### src/rtl/alu_cmd_pkg.sv
// Shared constants for the UART command path: command characters, ALU opcodes
// and parser state encoding.
package alu_cmd_pkg;

  localparam logic [7:0] CH_F = 8'h66;  // 'f' latch operand A
  localparam logic [7:0] CH_R = 8'h72;  // 'r' latch operand B
  localparam logic [7:0] CH_O = 8'h6F;  // 'o' latch opcode
  localparam logic [7:0] CH_D = 8'h64;  // 'd' dispatch
  localparam logic [7:0] CH_C = 8'h63;  // 'c' clear

  localparam int OP_ADD = 32;
  localparam int OP_SUB = 34;
  localparam int OP_AND = 36;
  localparam int OP_OR  = 37;
  localparam int OP_XOR = 38;
  localparam int OP_SRA = 3;
  localparam int OP_SRL = 2;
  localparam int OP_NOR = 39;

  localparam logic [0:0] ST_COLLECT = 1'b0;
  localparam logic [0:0] ST_PENDING = 1'b1;

endpackage

### src/rtl/rx_cmd_parser_dec_accum.sv
// Decimal digit accumulator: value = value*10 + digit, saturating at 2^DW-1
// with a sticky overflow flag when the value or the digit count is exceeded.
module dec_accum #(
  parameter int DW         = 8,
  parameter int MAX_DIGITS = 3,
  parameter int NW         = $clog2(MAX_DIGITS + 2)
) (
  input  logic          clk,
  input  logic          reset,
  input  logic          clr,
  input  logic          digit_en,
  input  logic [3:0]    digit,
  output logic [DW-1:0] value,
  output logic [NW-1:0] ndig,
  output logic          ovf
);
  localparam int AW = DW + 4;
  localparam int PW = DW + 8;
  localparam logic [PW-1:0] LIM = {{(PW-DW){1'b0}}, {DW{1'b1}}};

  logic [AW-1:0] acc_q, acc_d;
  logic [NW-1:0] ndig_q, ndig_d;
  logic          ovf_q, ovf_d;
  logic [PW-1:0] prod;

  always_comb begin
    acc_d  = acc_q;
    ndig_d = ndig_q;
    ovf_d  = ovf_q;
    prod   = PW'(acc_q) * PW'(10) + PW'(digit);
    if (clr) begin
      acc_d  = '0;
      ndig_d = '0;
      ovf_d  = 1'b0;
    end else if (digit_en) begin
      // count saturates one past the limit so it can never wrap back to legal
      if (ndig_q <= NW'(MAX_DIGITS)) ndig_d = ndig_q + NW'(1);
      ovf_d = ovf_q || (prod > LIM) || (ndig_d > NW'(MAX_DIGITS));
      acc_d = ovf_d ? AW'(LIM) : prod[AW-1:0];
    end
  end

  always_ff @(posedge clk or posedge reset) begin
    if (reset) begin
      acc_q  <= '0;
      ndig_q <= '0;
      ovf_q  <= 1'b0;
    end else begin
      acc_q  <= acc_d;
      ndig_q <= ndig_d;
      ovf_q  <= ovf_d;
    end
  end

  assign value = acc_q[DW-1:0];
  assign ndig  = ndig_q;
  assign ovf   = ovf_q;

endmodule

### src/rtl/rx_cmd_parser.sv
// ASCII command parser: builds decimal operands A/B and an opcode from UART bytes,
// presents the command under a level valid / ack handshake.
module rx_cmd_parser
  import alu_cmd_pkg::*;
#(
  parameter int DW         = 8,
  parameter int MAX_DIGITS = 3,
  parameter int OPW        = 6
) (
  input  logic           clk,
  input  logic           reset,
  input  logic           rx_done_tick,
  input  logic [7:0]     rx_data,
  input  logic           cmd_ack,
  output logic [DW-1:0]  a,
  output logic [DW-1:0]  b,
  output logic [OPW-1:0] op,
  output logic           cmd_valid,
  output logic           cmd_err,
  output logic           cmd_ovr
);
  localparam int NW = $clog2(MAX_DIGITS + 2);

  logic [0:0]     state_q, state_d;
  logic [DW-1:0]  a_q, a_d, b_q, b_d, acc_value;
  logic [OPW-1:0] op_q, op_d;
  logic [7:0]     sym_q, sym_d;
  logic           have_a_q, have_a_d, have_b_q, have_b_d, have_op_q, have_op_d;
  logic           valid_q, valid_d, err_q, err_d, ovr_q, ovr_d;
  logic           proc, is_digit, acc_clr, digit_en, acc_ovf;
  logic [NW-1:0]  acc_ndig;
  logic [OPW:0]   map;

  function automatic logic [OPW:0] map_sym(input logic [7:0] s);
    case (s)
      8'h2B:   map_sym = {1'b1, OPW'(OP_ADD)};  // '+'
      8'h2D:   map_sym = {1'b1, OPW'(OP_SUB)};  // '-'
      8'h26:   map_sym = {1'b1, OPW'(OP_AND)};  // '&'
      8'h7C:   map_sym = {1'b1, OPW'(OP_OR)};   // '|'
      8'h78:   map_sym = {1'b1, OPW'(OP_XOR)};  // 'x'
      8'h61:   map_sym = {1'b1, OPW'(OP_SRA)};  // 'a'
      8'h6C:   map_sym = {1'b1, OPW'(OP_SRL)};  // 'l'
      8'h6E:   map_sym = {1'b1, OPW'(OP_NOR)};  // 'n'
      default: map_sym = '0;
    endcase
  endfunction

  dec_accum #(.DW(DW), .MAX_DIGITS(MAX_DIGITS), .NW(NW)) u_acc (
    .clk(clk), .reset(reset), .clr(acc_clr), .digit_en(digit_en),
    .digit(rx_data[3:0]), .value(acc_value), .ndig(acc_ndig), .ovf(acc_ovf)
  );

  assign is_digit = (rx_data >= 8'h30) && (rx_data <= 8'h39);
  assign map      = map_sym(sym_q);

  always_comb begin
    state_d = state_q;  a_d = a_q;  b_d = b_q;  op_d = op_q;  sym_d = sym_q;
    have_a_d = have_a_q;  have_b_d = have_b_q;  have_op_d = have_op_q;
    valid_d = valid_q;  err_d = 1'b0;  ovr_d = ovr_q;
    acc_clr = 1'b0;  digit_en = 1'b0;  proc = 1'b0;

    // ack is applied first so a same-edge byte sees the cleared have_* flags
    if (state_q == ST_PENDING) begin
      if (cmd_ack) begin
        valid_d = 1'b0;  state_d = ST_COLLECT;
        have_a_d = 1'b0;  have_b_d = 1'b0;  have_op_d = 1'b0;
        proc = rx_done_tick;
      end else if (rx_done_tick) begin
        ovr_d = 1'b1;
      end
    end else begin
      proc = rx_done_tick;
    end

    if (proc) begin
      if (is_digit) begin
        digit_en = 1'b1;
      end else begin
        case (rx_data)
          CH_F: begin
            acc_clr = 1'b1;  sym_d = '0;
            if (!acc_ovf && acc_ndig != '0) begin a_d = acc_value; have_a_d = 1'b1; end
            else err_d = 1'b1;
          end
          CH_R: begin
            acc_clr = 1'b1;  sym_d = '0;
            if (!acc_ovf && acc_ndig != '0) begin b_d = acc_value; have_b_d = 1'b1; end
            else err_d = 1'b1;
          end
          CH_O: begin
            acc_clr = 1'b1;  sym_d = '0;
            if (map[OPW]) begin op_d = map[OPW-1:0]; have_op_d = 1'b1; end
            else err_d = 1'b1;
          end
          CH_D: begin
            if (have_a_d && have_b_d && have_op_d) begin
              valid_d = 1'b1;  state_d = ST_PENDING;
            end else begin
              err_d = 1'b1;
              have_a_d = 1'b0;  have_b_d = 1'b0;  have_op_d = 1'b0;
            end
          end
          CH_C: begin
            acc_clr = 1'b1;  sym_d = '0;  ovr_d = 1'b0;
            have_a_d = 1'b0;  have_b_d = 1'b0;  have_op_d = 1'b0;
          end
          default: sym_d = rx_data;
        endcase
      end
    end
  end

  always_ff @(posedge clk or posedge reset) begin
    if (reset) begin
      state_q <= ST_COLLECT;  a_q <= '0;  b_q <= '0;  op_q <= '0;  sym_q <= '0;
      have_a_q <= 1'b0;  have_b_q <= 1'b0;  have_op_q <= 1'b0;
      valid_q <= 1'b0;  err_q <= 1'b0;  ovr_q <= 1'b0;
    end else begin
      state_q <= state_d;  a_q <= a_d;  b_q <= b_d;  op_q <= op_d;  sym_q <= sym_d;
      have_a_q <= have_a_d;  have_b_q <= have_b_d;  have_op_q <= have_op_d;
      valid_q <= valid_d;  err_q <= err_d;  ovr_q <= ovr_d;
    end
  end

  assign a         = a_q;
  assign b         = b_q;
  assign op        = op_q;
  assign cmd_valid = valid_q;
  assign cmd_err   = err_q;
  assign cmd_ovr   = ovr_q;

endmodule

### config.mk
export PLATFORM = sky130hd
export DESIGN_NAME = rx_cmd_parser
export DESIGN_NICKNAME = d
export VERILOG_FILES = /design/src/rtl/alu_cmd_pkg.sv /design/src/rtl/rx_cmd_parser_dec_accum.sv /design/src/rtl/rx_cmd_parser.sv
export SDC_FILE = /design/constraint.sdc
export NUM_CORES = 1
export LEC_CHECK = 0
export ABC_AREA = 1
export CAP_MARGIN = 30
export CORE_ASPECT_RATIO = 1.2
export CORE_UTILIZATION = 48
export CTS_BUF_LIST = sky130_fd_sc_hd__clkbuf_8
export DETAILED_ROUTE_END_ITERATION = 16
export DONT_BUFFER_PORTS = 1
export PLACE_DENSITY = 0.73
export SYNTH_ARGS = -nofsm -noshare
export SYNTH_HDL_FRONTEND = slang
export SYNTH_SLANG_ARGS = --single-unit
### constraint.sdc
create_clock -name clk -period 5.1 [get_ports clk]
set_input_delay 0.765 -clock clk [delete_from_list [all_inputs] [get_ports clk]]
set_output_delay 0.765 -clock clk [all_outputs]
set_load 0.01 [all_outputs]
* After elaboration in Yosys (flattened, before gate mapping)
Index checks and enable logic that the tools add are counted.
Storage, ports and cells: flip-flop bits (word level) 53, input port bits 12, output and inout bits 25
Cells by class: $lt $le $gt $ge 5, mux-type cells 64, add/subtract/negate cells 2, reductions and logical operators 15, equality and inequality tests 13, multiply operators 1, bitwise logic cells 2
Operators with widths (count):
- $eq A8 B7 Y1 const B | 10
- $pmux W7 S8 | 1
- $mux W1 | 50
- $mux W12 | 3
- $eq A8 B6 Y1 const B | 3
- $add A16 B4 Y16 | 1
- $gt A16 B8 Y1 const B | 1
- $pmux W8 S2 | 1
- $mul A12 B3 Y15 const B | 1
- $mux W3 | 5
- $pmux W1 S3 | 4
- $reduce_and A4 Y1 | 3
- $ge A8 B6 Y1 const B | 1
- $le A8 B6 Y1 const B | 1
- $logic_and A1 B1 Y1 | 4
- $reduce_or A4 Y1 | 1
- $add A3 B1 Y3 const B | 1
- $gt A3 B2 Y1 const B | 1
- $le A3 B2 Y1 const B | 1
- $reduce_and A3 Y1 | 1
- $reduce_bool A3 Y1 | 1
- $logic_or A1 B1 Y1 | 2
- $not A1 Y1 | 2
- $reduce_bool A2 Y1 | 1
- other kinds (2) | 2

* Depth between registers and ports, before layout
Gate-level depths: netlist (run 1).
depth in word-level cells 11, mapped depth 18, gate-level depth less buffers 18

* Modules after synthesis
From an unflattened synthesis (run 1), not the netlist that was laid out.
Unflattened totals: cells, all modules 548, area, all modules 3898.7 sq um
By module, submodules not included:
- rx_cmd_parser | area each 1980.6 sq um, seq. area each 875.8 sq um, cells an instance 247, instances 1
- dec_accum | area each 1918.1 sq um, seq. area each 400.4 sq um, cells an instance 301, instances 1

* Worst setup path after synthesis (run 1)
OpenSTA, ideal clock, no wires.
kind flip-flop to flip-flop, start point reg u_acc.acc_q[1], end point reg u_acc.acc_q[0], period minus slack after synthesis 2.703 ns, arrival time 2.584 ns, path slack 2.397 ns, path buffers 0, stages on the path, launching flop included 19, data required time 4.980 ns, path through dfrtp_1 -> ha_1 -> ha_1 -> fa_1 -> nand2_1 -> nor2_1 -> nand2_1 -> nand2_2 -> nand2_2 -> nor2_2 -> nand2_1 -> nor2_2 -> nand2_1 -> nand2_1 -> nand2_1 -> nor2_1 -> nand3_2 -> nand2_4 -> nand2_1
On the way: word-level cells in the longest chain between the ends 8
Ends and longest elaborated chain:
- from (decl) | RTL line rx_cmd_parser_dec_accum.sv:21 | logic [AW-1:0] acc_q, acc_d;
- from (signal assigned) | RTL line rx_cmd_parser_dec_accum.sv:45 | acc_q <= '0;
- from (signal assigned) | RTL line rx_cmd_parser_dec_accum.sv:49 | acc_q <= acc_d;
- $mul A12 B3 Y15 | RTL line rx_cmd_parser_dec_accum.sv:30 | prod = PW'(acc_q) * PW'(10) + PW'(digit);
- $add A16 B4 Y16 | RTL line rx_cmd_parser_dec_accum.sv:30
- $gt A16 B8 Y1 | RTL line rx_cmd_parser_dec_accum.sv:38 | ovf_d = ovf_q || (prod > LIM) || (ndig_d > NW'(MAX_DIGITS));
- $logic_or A1 B1 Y1 (2 in a row) | RTL line rx_cmd_parser_dec_accum.sv:38
- $mux W12 | RTL line rx_cmd_parser_dec_accum.sv:39 | acc_d = ovf_d ? AW'(LIM) : prod[AW-1:0];
- $mux W12 | RTL line rx_cmd_parser_dec_accum.sv:35 | end else if (digit_en) begin
- $mux W12 | RTL line rx_cmd_parser_dec_accum.sv:31 | if (clr) begin
No other way between the ends. The select of a mux whose other input is x is not followed. A chain may end at the register's enable or synchronous reset.

* Worst setup path after layout (run 1)
start point reg u_acc.acc_q[1], end point reg u_acc.acc_q[5]
On the way: word-level cells in the longest chain between the ends 8
Ends and longest elaborated chain (RTL line):
- $mul A12 B3 Y15 * | rx_cmd_parser_dec_accum.sv:30
- $add A16 B4 Y16 * | rx_cmd_parser_dec_accum.sv:30
- $gt A16 B8 Y1 | rx_cmd_parser_dec_accum.sv:38
- $logic_or A1 B1 Y1 (2 in a row) | rx_cmd_parser_dec_accum.sv:38
- $mux W12 * | rx_cmd_parser_dec_accum.sv:39
- $mux W12 * | rx_cmd_parser_dec_accum.sv:35
- $mux W12 * | rx_cmd_parser_dec_accum.sv:31
Mark *: on every way between the ends. The rest lies on a longest branch, timed or not. The select of a mux whose other input is x is not followed.

==> run_results.csv, run 1 <==
group,metric,value,unit
status,status,"finished clean",
drt,wirelength,7900,um
power_and_ir_drop,peakVddDrop,0.565,mV
synthesis,synthSimpleGateAreaFrac,31.8,%
synthesis,ys_warn_count,0,
synthesis,yosysUniqueCellTypes,30,
sta,min_period,2940,ps
floorplan,die_x,80.3,um
sta,finalCritPeriodShare,57.6,%
clock_network,post_cts_resize_count,0,
setup_path,critPathMostFrequentCell,"nand2_1",
hold_path,worstHoldPathType,"in -> async",
power_and_ir_drop,clkPwrFrac,12.8,%
clock_network,ctsHoldBuffers,0,
grt,grt_pass1_vias,2876,
power_and_ir_drop,finalPower,2.28,mW
grt,grt_pass1_wl,13000,um
drt,vias,3151,
synthesis,synthDominantCellAreaShare,36.1,%
synthesis,synth_area_per_cell,7.12,um^2
setup_path,cpLargestDelayFamily,"simple AND/OR/NAND/NOR gates",
finish,area_growth,5.77,%
drt,drcViolationCount,0,
setup_path,worst-setup-path-type,"reg -> reg",
setup_path,cp.arrival,3140,ps
synthesis,yosysSeqAreaShare,36.1,%
synthesis,synth_fa_ha_area_share,9.99,%
finish,n_antenna_cell,0,
finish,nets,538,
setup_path,cp_slowest_stage_delay,540,ps
clock_network,cts_max_path_buffers,2,
synthesis,syn_inst,496,
setup_path,crit_path_start_kind,"flop",
grt,grt_max_degree,37,
synthesis,synth_area_leader_cell,"dfrtp_1",
floorplan,die_height,96.0,um
clock_network,htreeDepth,2,
sta,skew,11.9,ps
setup_path,worstPathCellList,"ha_1 > ha_1 > fa_1 > nand2_1 > nor2_1 > nand2_1 > nand2_2 > nand2_2 > nor2_2 > nand2_1 > nor2_2 > inv_1 > nand2_1 > nand3_1 > nor2_1 > nand3_2 > nand2_4 > nand2_1",
drt,wl_met3,274,um
grt,antenna_found_initial,0,
clock_network,clock-root-buffer,"clkbuf_8",
sta,rsz0062_at_grt,"false",
synthesis,synth_top_family_by_area,"simple AND/OR/NAND/NOR gates",
synthesis,synth_mux_area_share,0,%
placement,gp_congestion,0.856,
setup_path,required,5300,ps
drt,wl_per_cell,13.4,um
clock_network,clock-sinks,51,
synthesis,ys_ff_latch,51,
drt,routed-wl-met2,4000,um
power_and_ir_drop,pwr-share-comb,63.5,%
sta,tns,0,ps
sta,drv_slew,0,
floorplan,rows,33,
power_and_ir_drop,internal_power,1.11,mW
drt,drt_first_iter_violations,162,
clock_network,clk_pin_slew,100,ps
synthesis,synth-xor-area-share,0.744,%
power_and_ir_drop,p_seq_share,23.7,%
power_and_ir_drop,p_sw,1.17,mW
clock_network,post_cts_buffers,0,
sta,final-setup-viol-count,0,
setup_path,cp_num_buf_inv,1,
setup_path,crit_path_max_fanout,9,
drt,antenna_left,0,
power_and_ir_drop,p_leak,2.04,nW
clock_network,clock_latency,310,ps
floorplan,ios,37,
grt,grt_usage,21.7,%
clock_network,cts_made_buffers,5,
floorplan,initial_utilization,50.6,%
finish,drive_above_1_share,6.80,%
drt,met1_length,3440,um
drt,highest_layer,"met4",
power_and_ir_drop,p_sw_share,51.4,%
setup_path,end_kind,"flop",
drt,viasPerCell,5.37,
grt,gr-total-overflow,0,
run,maxCapViolCount,0,
synthesis,yosys-top-cells-area,"dfrtp_1 36%, nand2_1 13%, inv_1 9.0%",
placement,hpwl,6310,um
clock_network,cts_tree,"yes",
sta,worst_pin_slew,555,ps
synthesis,netlist_area,0.00353,mm^2
finish,layout_commonest_cell,"nand2_1",
sta,hold_viol,0,
sta,maxSlewHeadroom,62.6,%
power_and_ir_drop,powerDensity,610,mW/mm^2
sta,max_freq,340,MHz
placement,portBuffers,0,
floorplan,die_area,0.00771,mm^2
synthesis,synth-compound-area-share,10.5,%
floorplan,coreArea,0.00698,mm^2
setup_path,cp_slowest_cell,"fa_1",
drt,drt_first_pass_iters,4,
finish,final_cell_mix,"120 x nand2_1, 84 x inv_1, 51 x dfrtp_1, 48 x nand3_1, 43 x nor2_1",
per-layer routing:
layer  track usage [%]  vias to the layer above
met2              38.7                       64
li1                  -                     1603
met4              8.18                        0
met1              26.2                     1468
met3              3.22                       16
met5                 0                        -
kinds of logic (layout without fill, tap and decap cells):
logic type                 count (synthesis)  count (layout)
AOI/OAI and AO/OA                         68              68
xor gates and xnor gates                   3               3
adders and majority gates                 27              27
buffers and inverters                     95              98
DFF                                       51              51
other                                      1               2
and+or+nand+nor                          251             251
layout make-up:
cell class / instances / area (um^2)
inverter: 89 / 334
clock buffer: 5 / 68.8
sequential: 51 / 1280
clock inverter: 3 / 46.3
tap: 87 / 109
timing repair buffer: 1 / 20.0
fill: 689 / 3240
multi-input combinational: 351 / 1880
stage by stage:
stage                     utilization [%]  hold slack, ps  worst slack (ps)  area, um^2  instances
after detailed placement             51.9             507              2170        3620        579
after floorplan                         -             471              2400        3540        497
final                                53.5             295              2160        3740        587
after global placement               51.6             488              2250        3600        578
after CTS                            53.5             306              2160        3740        587
after global routing                 53.5             315              1920        3740        587
power groups by stage:
stage	Sequential, mW	Clock, mW	Combinational, mW
6_report	0.541	0.291	1.45
5_1_grt	0.550	0.310	1.67
3_3_place_gp	0.548	0	1.40
3_5_place_dp	0.547	0	1.44
2_1_floorplan	0.525	0	1.18
4_1_cts	0.541	0.292	1.44
flip-flops by register name (all words and copies together), names as in the netlist:
name	flops
u_acc.acc_q	12
a	8
cmd_err	1
u_acc.ndig	3
have_op_q	1
u_acc.ovf	1
state_q	1
have_b_q	1
b	8
sym_q	8
have_a_q	1
cmd_valid	1
cmd_ovr	1
op	4
synth_stat cells:
cell type,number
nor2_4,2
nor2_2,4
nand4_1,10
o22ai_1,12
a2111oi_2,1
nor4_1,4
nand3_1,48
nand2_1,120
buf_6,1
dfrtp_1,51
buf_2,2
clkinv_1,1
a31oi_1,2
and3_1,2
xor2_1,1
a2bb2oi_1,1
xnor2_1,2
nand2_4,1
fa_1,2
conb_1,1
nor3_1,4
buf_4,3
nor2_1,43
ha_1,25
nand3_2,3
inv_1,85
nand2_2,10
a21oi_1,17
o21ai_0,35
inv_2,3
worst paths after layout:
path	start	end	slack (ps)	cells after the start
max in group asynchronous	reset	u_acc.acc_q[9]	4290	2
worst min register to register	have_a_q	have_a_q	520	2
worst max-delay path	u_acc.acc_q[1]	u_acc.acc_q[5]	2160	18
min in group clk	have_a_q	have_a_q	520	2
worst max register to register	u_acc.acc_q[1]	u_acc.acc_q[5]	2160	18
worst min-delay path	reset	cmd_valid	300	1
Note: power is estimated with default switching activity, not from simulation.
==> inputs of run 2 (changes only) <==
clock period = 2.8 ns   (was 5.1 ns; I/O delays follow)
==> run_results.csv, run 2 (synthesized netlist as in run 1, its figures left out) <==
group,metric,value,unit
drt,met1_length,3450,um
finish,drive_above_1_share,9.47,%
setup_path,crit_path_start_kind,"flop",
clock_network,clock-sinks,51,
clock_network,cts_max_path_buffers,2,
finish,largest_reg_flops,12,
drt,vias,3168,
setup_path,cp_slowest_stage_delay,450,ps
placement,gp_congestion,0.874,
power_and_ir_drop,p_sw_share,52.1,%
setup_path,timing.critical_path.from,"u_acc.acc_q[3]",
floorplan,coreArea,0.00698,mm^2
setup_path,worstPathCellList,"buf_4 > ha_1 > ha_1 > inv_2 > nand2_2 > nand3_2 > nand3_1 > nand2_2 > nand2_1 > nor2_4 > buf_4 > nand3_1 > o21ai_0 > nor2_1 > nand3_2 > nand2_4 > nand2_1",
drt,wl_met3,284,um
drt,routed-wl-met2,4200,um
grt,grt_pass1_wl,13100,um
power_and_ir_drop,peakVddDrop,1.04,mV
power_and_ir_drop,p_seq_share,23.1,%
drt,viasPerCell,5.33,
clock_network,clock-root-buffer,"clkbuf_8",
grt,grt_pass1_vias,3012,
setup_path,cp.arrival,2990,ps
power_and_ir_drop,p_leak,2.07,nW
placement,portBuffers,0,
clock_network,clock_latency,310,ps
sta,final-setup-viol-count,0,
drt,highest_layer,"met4",
setup_path,cp_slowest_cell,"ha_1",
sta,worst_pin_slew,558,ps
clock_network,htreeDepth,2,
finish,n_antenna_cell,0,
finish,layout_commonest_cell,"nand2_1",
floorplan,ios,37,
setup_path,r2r_cells,17,
placement,preCtsSetupSlack,-34.5,ps
drt,drt_first_pass_iters,4,
setup_path,crit_path_max_fanout,7,
grt,antenna_found_initial,0,
drt,wl_per_cell,13.7,um
drt,drt_first_iter_violations,179,
setup_path,required,3000,ps
setup_path,end_kind,"flop",
finish,finalInstanceArea,0.00381,mm^2
floorplan,rows,33,
sta,max_freq,358,MHz
power_and_ir_drop,pwr-share-comb,66.1,%
placement,placed_cell_area,0.00364,mm^2
finish,final_cell_mix,"117 x nand2_1, 84 x inv_1, 51 x dfrtp_1, 48 x nand3_1, 42 x nor2_1",
setup_path,regToRegEndpoint,"u_acc.acc_q[7]",
power_and_ir_drop,internal_power,2.03,mW
hold_path,worstHoldPathType,"in -> async",
setup_path,reg2reg_slack,4,ps
finish,area_growth,7.83,%
finish,nets,545,
sta,rsz0062_at_grt,"true",
floorplan,die_area,0.00771,mm^2
sta,maxSlewHeadroom,62.7,%
power_and_ir_drop,p_sw,2.21,mW
sta,drv_slew,0,
sta,fin_ws,4.38,ps
clock_network,ctsHoldBuffers,0,
sta,skew,6.01,ps
sta,hold_viol,0,
drt,antenna_left,0,
drt,wirelength,8120,um
sta,finalCritPeriodShare,99.8,%
run,maxCapViolCount,0,
grt,gr-total-overflow,0,
clock_network,cts_tree,"yes",
placement,hpwl,6430,um
power_and_ir_drop,finalPower,4.23,mW
floorplan,die_height,96.0,um
clock_network,cts_made_buffers,5,
sta,min_period,2800,ps
drt,drcViolationCount,0,
floorplan,initial_utilization,50.6,%
power_and_ir_drop,powerDensity,1110,mW/mm^2
grt,grt_max_degree,31,
grt,grt_usage,22.0,%
clock_network,clk_pin_slew,100,ps
setup_path,worst-setup-path-type,"reg -> reg",
finish,top_register,"u_acc.acc_q",
placement,dp_cells,582,
floorplan,die_x,80.3,um
setup_path,reg2reg_from,"u_acc.acc_q[3]",
power_and_ir_drop,clkPwrFrac,10.8,%
status,status,"finished clean",
finish,fin_cells,594,
sta,hold-worst-slack,7.22,ps
==> run 2: changes by cell type in the layout (fill, tap and decap cells not counted), sizes merged <==
cell,change
clkinv,+1
nand2,+1
inv,-1
bufinv,-1
buf,+6
clkbuf,+1
==> run 2: metal layers <==
metal / global-route usage (%) / vias to the layer above
li1: - / 1625
met1: 24.8 / 1457
met2: 41.5 / 67
met3: 3.03 / 19
met4: 8.78 / 0
met5: 0 / -
==> run 2: worst max-delay path: cells and delay by family (launching register included) <==
kind            cells  cell delay [ps]
compound gates      1               80
fa+ha+maj           2              730
buf+inv             3              330
flops               1              390
simple gates       11             1160
==> run 2: power groups by stage <==
stage               sequential [mW]  combinational, mW  clock, mW
finish                        0.978               2.80      0.456
global route                  0.996               3.18      0.494
CTS                           0.978               2.67      0.464
detailed placement            0.988               2.65          0
global placement              0.988               2.58          0
floorplan                     0.957               2.16          0
==> run 2: per-stage QoR <==
step	setup TNS, ps	utilization, %
finish	0	54.6
global route	-1440	54.6
CTS	0	54.0
detailed placement	-231	52.2
global placement	0	51.9
floorplan	0	-
==> run 2: area by class of cell <==
class	instances	area, um^2
tap	87	109
clock inverter	2	16.3
fill	682	3170
timing repair buffer	7	65.1
sequential	51	1280
multi-input combinational	352	1930
clock buffer	6	82.6
inverter	89	334
==> run 2: worst max-delay path by stage <==
stage	endpoint	slack [ps]	depth (start not counted)
3_5_place_dp	u_acc.acc_q[7]	-30	18
5_1_grt	u_acc.acc_q[6]	-170	18
4_1_cts	u_acc.acc_q[4]	0.1	18
2_1_floorplan	u_acc.acc_q[0]	100	18
6_report	u_acc.acc_q[7]	4	17
3_3_place_gp	u_acc.acc_q[2]	50	18
==> run 2: timing repair <==
item	in CTS	in global routing
setup buffers	2	1
cloned	1	0
setup endpoints to repair	9	9
gates resized for setup	1	9
pin swaps	1	1
